## src/rtl/proc_host_ctrl.sv

```systemverilog
// proc_host_ctrl
//   Host-side initiator for the processor's init/req/ack handshake. One job
//   holds the processor in init, preloads an input window of data memory from
//   a byte stream, pulses req and waits for ack (counting cycles, with an
//   optional timeout), then drains a result window to an output byte stream.
//   It owns the data-memory port only while the processor is idle.
//
// Ports
//   Clk, Reset                  clock, synchronous active-high reset
//   start                       begin a job (accepted in IDLE/DONE/TIMEOUT)
//   in_valid/in_ready/in_data   preload byte stream
//   proc_init/proc_req/proc_ack processor start-done handshake
//   mem_we/mem_addr/mem_wdata   data-memory write port (preload)
//   mem_rdata                   data-memory read data, combinational on mem_addr
//   out_valid/out_ready/out_data result byte stream
//   busy, done, timed_out       job status
//   cycle_count                 RUN cycles counted for the last/current job
module proc_host_ctrl #(
  parameter int W           = 8,
  parameter int A           = 8,
  parameter int LOAD_BASE   = 0,
  parameter int LOAD_LEN    = 64,
  parameter int RES_BASE    = 64,
  parameter int RES_LEN     = 64,
  parameter int INIT_CYCLES = 4,
  parameter int TIMEOUT     = 100000,
  parameter int CNT_W       = 32
) (
  input  logic             Clk,
  input  logic             Reset,
  input  logic             start,
  input  logic             in_valid,
  input  logic [W-1:0]     in_data,
  output logic             in_ready,
  output logic             proc_init,
  output logic             proc_req,
  input  logic             proc_ack,
  output logic             mem_we,
  output logic [A-1:0]     mem_addr,
  output logic [W-1:0]     mem_wdata,
  input  logic [W-1:0]     mem_rdata,
  output logic             out_valid,
  output logic [W-1:0]     out_data,
  input  logic             out_ready,
  output logic             busy,
  output logic             done,
  output logic             timed_out,
  output logic [CNT_W-1:0] cycle_count
);

  typedef enum logic [2:0] {
    S_IDLE, S_INIT, S_LOAD, S_START, S_RUN, S_DRAIN, S_DONE, S_TIMEOUT
  } state_t;

  localparam logic [31:0]      LOAD_LAST   = 32'(LOAD_LEN - 1);
  localparam logic [31:0]      RES_LAST    = 32'(RES_LEN - 1);
  localparam logic [31:0]      INIT_LOAD   = 32'(INIT_CYCLES);
  localparam logic [CNT_W-1:0] TIMEOUT_VAL = CNT_W'(TIMEOUT);
  localparam logic [A-1:0]     LOAD_BASE_A = A'(LOAD_BASE);
  localparam logic [A-1:0]     RES_BASE_A  = A'(RES_BASE);

  state_t           state;
  logic [31:0]      idx;
  logic [31:0]      init_cnt;
  logic [CNT_W-1:0] cnt_next;

  // Cycle counter sticks at all-ones instead of wrapping.
  function automatic logic [CNT_W-1:0] sat_inc(input logic [CNT_W-1:0] v);
    return (&v) ? v : v + CNT_W'(1);
  endfunction

  assign cnt_next  = sat_inc(cycle_count);
  assign proc_init = Reset | (state == S_INIT);

  // Stream and memory strobes are decoded from state in the same cycle.
  // They are forced low while Reset is high so no handshake completes in
  // the reset cycle.
  always_comb begin
    in_ready  = 1'b0;
    mem_we    = 1'b0;
    mem_addr  = '0;
    mem_wdata = '0;
    out_valid = 1'b0;
    out_data  = '0;
    proc_req  = 1'b0;
    busy      = 1'b0;
    if (!Reset) begin
      busy = state inside {S_INIT, S_LOAD, S_START, S_RUN, S_DRAIN};
      case (state)
        S_LOAD: begin
          in_ready  = 1'b1;
          mem_we    = in_valid;
          mem_addr  = LOAD_BASE_A + idx[A-1:0];
          mem_wdata = in_data;
        end
        S_DRAIN: begin
          mem_addr  = RES_BASE_A + idx[A-1:0];
          out_valid = 1'b1;
          out_data  = mem_rdata;
        end
        S_START: proc_req = 1'b1;
        default: ;
      endcase
    end
  end

  always_ff @(posedge Clk) begin
    if (Reset) begin
      state       <= S_IDLE;
      idx         <= '0;
      init_cnt    <= '0;
      cycle_count <= '0;
      done        <= 1'b0;
      timed_out   <= 1'b0;
    end else begin
      case (state)
        S_IDLE, S_DONE, S_TIMEOUT: begin
          if (start) begin
            state       <= S_INIT;
            idx         <= '0;
            init_cnt    <= INIT_LOAD;
            cycle_count <= '0;
            done        <= 1'b0;
            timed_out   <= 1'b0;
          end
        end
        S_INIT: begin
          // Counter holds the cycles left including this one.
          if (init_cnt <= 32'd1)
            state <= (LOAD_LEN == 0) ? S_START : S_LOAD;
          else
            init_cnt <= init_cnt - 32'd1;
        end
        S_LOAD: begin
          if (in_valid) begin
            idx <= idx + 32'd1;
            if (idx == LOAD_LAST)
              state <= S_START;
          end
        end
        S_START: begin
          idx   <= '0;
          state <= S_RUN;
        end
        S_RUN: begin
          // Ack takes priority over a timeout landing in the same cycle.
          if (proc_ack) begin
            if (RES_LEN == 0) begin
              state <= S_DONE;
              done  <= 1'b1;
            end else begin
              state <= S_DRAIN;
            end
          end else begin
            cycle_count <= cnt_next;
            if (TIMEOUT != 0 && cnt_next == TIMEOUT_VAL) begin
              state     <= S_TIMEOUT;
              timed_out <= 1'b1;
            end
          end
        end
        S_DRAIN: begin
          if (out_ready) begin
            idx <= idx + 32'd1;
            if (idx == RES_LAST) begin
              state <= S_DONE;
              done  <= 1'b1;
            end
          end
        end
        default: state <= S_IDLE;
      endcase
    end
  end

endmodule

```

## config.mk

```make
export PLATFORM = sky130hd
export DESIGN_NAME = proc_host_ctrl
export DESIGN_NICKNAME = d
export VERILOG_FILES = /design/src/rtl/proc_host_ctrl.sv
export SDC_FILE = /design/constraint.sdc
export NUM_CORES = 1
export LEC_CHECK = 0
export ABC_AREA = 0
export BUFFER_PORTS_ARGS = -buffer_cell sky130_fd_sc_hd__clkbuf_2
export CAP_MARGIN = 20
export CORE_ASPECT_RATIO = 1.1
export CORE_UTILIZATION = 30
export DETAILED_ROUTE_END_ITERATION = 10
export GPL_TIMING_DRIVEN = 0
export PLACE_DENSITY = 0.48
export SLEW_MARGIN = 20
export SYNTH_ARGS = -nofsm -noshare
export SYNTH_HDL_FRONTEND = slang
export SYNTH_SLANG_ARGS = --single-unit
export TNS_END_PERCENT = 100
```

## constraint.sdc

```tcl
create_clock -name Clk -period 3.9 [get_ports Clk]
set_input_delay 0.78 -clock Clk [delete_from_list [all_inputs] [get_ports Clk]]
set_output_delay 0.78 -clock Clk [all_outputs]
set_load 0.01 [all_outputs]
```

==> results.yml <==
run_status:
  status: "complete, but fails checks"
  failed_checks: "design-rule violations"
final_layout:
  fin_util_pct: 35.9
  layout.nets: 907
  syn_to_final_growth_pct: 16.8
  layout-drive-gt1-share_pct: 17.1
  fillers: 2101
  multi_input_area_um2: 3780
  n_antenna_cell: 0
  register_area_um2: 2020
synth:
  synth_edf_count: 0
  yosys_register_bits: 101
  avgSynthCellArea_um2: 7.83
  synth-async-reset-ratio_pct: 0
  synthesis.nets: 811
  ys_warn_count: 0
  synth_ff_type: "dfxtp_1"
  yosysSeqAreaShare_pct: 33.0
  synth_area_um2: 6130
  synth_cell_types: 71
  syn_inst: 783
clock_tree:
  clk_latency_ns: 0.35
  cts_tree: "yes"
  numCtsBuffers: 9
  cts.clk_slew.worst_paths_ns: 0.07
  clock_sinks: 101
  clk_path_buf_depth: 2
  cts_root_buffer: "clkbuf_16"
  cts_max_level: 3
sta:
  finalHoldViolCount: 0
  slew_headroom_pct: 35.3
  rsz0062_at_grt: "false"
  finalCriticalPeriod_ns: 3.70
  fmax_ghz: 0.270
  setup_viol: 0
  min_period_over_period_pct: 94.8
  fin_worst_skew_ns: 0.00569
  setup-tns-final_ns: 0
  worstMarginPinSlew_ns: 0.968
  slew_viol_final: 0
  fin_ws_ns: 0.203
global_route:
  grt_max_degree: 17
  antenna_found_initial: 0
  grt_overflow: 0
  grt_pass1_wl_um: 29700
  grt_util_all_layers_pct: 17.7
  grt_pass1_vias: 5612
setup_path:
  crit_start: "cycle_count[1]$_SDFFE_PP0P_"
  ff2ff_setup_slack_ns: 0.20
  slowest_stage: "or4b_4"
  path_max_fanout: 9
  cp_top_family: "simple AND/OR/NAND/NOR gates"
  reg2reg_to: "state[0]$_SDFFE_PP0P_"
  crit_type: "register to register"
  crit_required_ns: 4.16
  path_cells: "ha_1 > buf_2 > nand4_1 > buf_4 > or4_1 > buf_4 > nor3_4 > a21oi_1 > o32ai_1 > nand4_1 > or4b_4 > o41ai_2"
  cp.arrival_ns: 3.96
  crit_path_start_kind: "register"
  crit_path_max_incr_delay_ns: 0.60
  rr_startpoint: "cycle_count[1]$_SDFFE_PP0P_"
  crit_path_end: "state[0]$_SDFFE_PP0P_"
  end_kind: "register"
  crit_buf_inv: 3
  crit_cells: 12
  r2r_cells: 12
die:
  ios: 86
  die_width_um: 138
  dieArea_um2: 21000
  coreArea_um2: 19900
  start_util_pct: 30.8
  row_count: 54
  die_y_um: 152
run:
  maxCapViolCount: 0
placed_design:
  hpwl_um: 13700
  place_ws_ns: 0.123
  place.gp.congestion: 0.923
  port_buffers: 84
detailed_routing:
  post_drt_wl_per_cell_um: 16.2
  first_iter_violations: 402
  num_vias: 5925
  drt_wl_total_um: 18500
  dr.pass1.iters: 8
  avgViaCountPerCell: 5.22
  ant_nets: 0
  drc_errors: 10
worst_hold_path:
  hold_path_depth: 2
  hp-class: "register to register"
power:
  finalPower_w: 0.00385
  power_density_nw_per_um2: 538
  p_leak_nw: 2.59
  vdd_drop_max_mv: 0.340
==> what timing repair did <==
action,4_1_cts,5_1_grt
resized for setup,0,2
hold buffers,0,0
setup buffers,0,1
endpoints found under the setup margin,0,2
hold endpoints to repair,0,0
==> cell usage after synthesis (4+ instances only) <==
cell type	count	area [µm²]
or4_1	8	60.1
buf_2	5	25.0
inv_1	14	52.6
nor2b_1	4	25.0
and3_1	12	75.1
nor2_1	120	450
xor2_1	25	219
o21ai_0	39	195
dfxtp_1	101	2020
nand2b_1	8	50.1
o211ai_1	5	37.5
a31oi_1	8	50.1
ha_1	6	75.1
a21oi_1	49	245
buf_4	8	60.1
and3b_1	5	43.8
a22oi_1	6	45.0
nand4_1	30	188
a311oi_1	13	114
nor4_1	19	119
and4_1	5	43.8
nand3_1	26	130
or3_1	17	106
mux2_2	5	56.3
clkbuf_1	22	82.6
nand2_1	63	236
xnor2_1	32	280
and2_1	31	194
nand3b_1	6	45.0
nor3_1	22	110
clkbuf_8	6	82.6
==> worst min-delay path, stage by stage, from the launching register on <==
cell     delay [ns]
dfxtp_1        0.31
o41ai_1        0.05
a21oi_1        0.06
==> through the flow <==
stage | instance area [µm²] | hold slack (ns) | std cells
after floorplan | 6130 | 0.442 | 783
after global placement | 6870 | 0.457 | 1119
after detailed placement | 6870 | 0.460 | 1119
after CTS | 7140 | 0.471 | 1135
after global routing | 7160 | 0.486 | 1136
final | 7160 | 0.468 | 1136
==> cells in the final DEF, fill, tap and decap left out, types with 4 or more instances in the layout <==
cell type,n
xnor2_1,32
nand3_1,26
nand2b_1,8
and4_1,5
or4_1,8
a22oi_1,6
clkbuf_1,24
buf_2,5
o21ai_0,39
nand3b_1,6
nor2b_1,4
dfxtp_1,100
clkbuf_16,9
o211ai_1,5
xor2_1,25
a31oi_1,8
nand4_1,30
inv_1,14
clkbuf_8,6
or3_1,17
nand2_1,63
and3b_1,5
ha_1,6
and2_1,31
nor4_1,18
mux2_2,5
nor3_1,22
and3_1,12
buf_4,9
a21oi_1,49
a311oi_1,13
clkbuf_2,87
nor2_1,120
==> worst min path at each step <==
stage	start	end	slack, ns
floorplan	init_cnt[15]$_SDFFE_PP0P_	init_cnt[15]$_SDFFE_PP0P_	0.44
global placement	init_cnt[15]$_SDFFE_PP0P_	init_cnt[15]$_SDFFE_PP0P_	0.46
detailed placement	init_cnt[15]$_SDFFE_PP0P_	init_cnt[15]$_SDFFE_PP0P_	0.46
CTS	init_cnt[15]$_SDFFE_PP0P_	init_cnt[15]$_SDFFE_PP0P_	0.47
global route	init_cnt[18]$_SDFFE_PP0P_	init_cnt[18]$_SDFFE_PP0P_	0.49
finish	init_cnt[15]$_SDFFE_PP0P_	init_cnt[15]$_SDFFE_PP0P_	0.47
==> where the power goes <==
part / switching, W / leakage [nW] / total [W] / internal, W
clock: 0.000419 / 0.130 / 0.000856 / 0.000437
sequential: 0.000172 / 0.817 / 0.00138 / 0.00121
combinational: 0.000992 / 1.64 / 0.00161 / 0.000620
==> logic make-up after synthesis <==
family / synth area share [%]
simple gates: 34.3
compound gates: 16.4
flops: 33.0
buf+inv: 5.55
xor+xnor: 8.14
mux: 1.41
fa+ha+maj: 1.22
==> layout make-up <==
cell class / instances / area share (%)
multi-input combinational: 622 / 52.8
sequential: 101 / 28.3
timing repair buffer: 85 / 5.98
tap: 252 / 4.41
buffer: 46 / 4.02
clock buffer: 11 / 3.25
inverter: 14 / 0.734
clock inverter: 5 / 0.490
==> state kept, by name, summed over array words and instances, names as in the netlist <==
signal	flops
idx	32
init_cnt	32
timed_out	1
cycle_count	32
done	1
state	3
==> per-layer routing <==
| layer | global-route usage (%) | vias to the layer above | part of all wire [%] |
|---|---|---|---|
| met1 | 21.8 | 2751 | 46 |
| met4 | 4.82 | 0 | 1.8 |
| met2 | 30.9 | 133 | 48 |
| li1 | - | 3018 | - |
| met3 | 4.22 | 23 | 4.2 |
| met5 | 0 | - | 0 |
(Power assumes the default switching activity.)
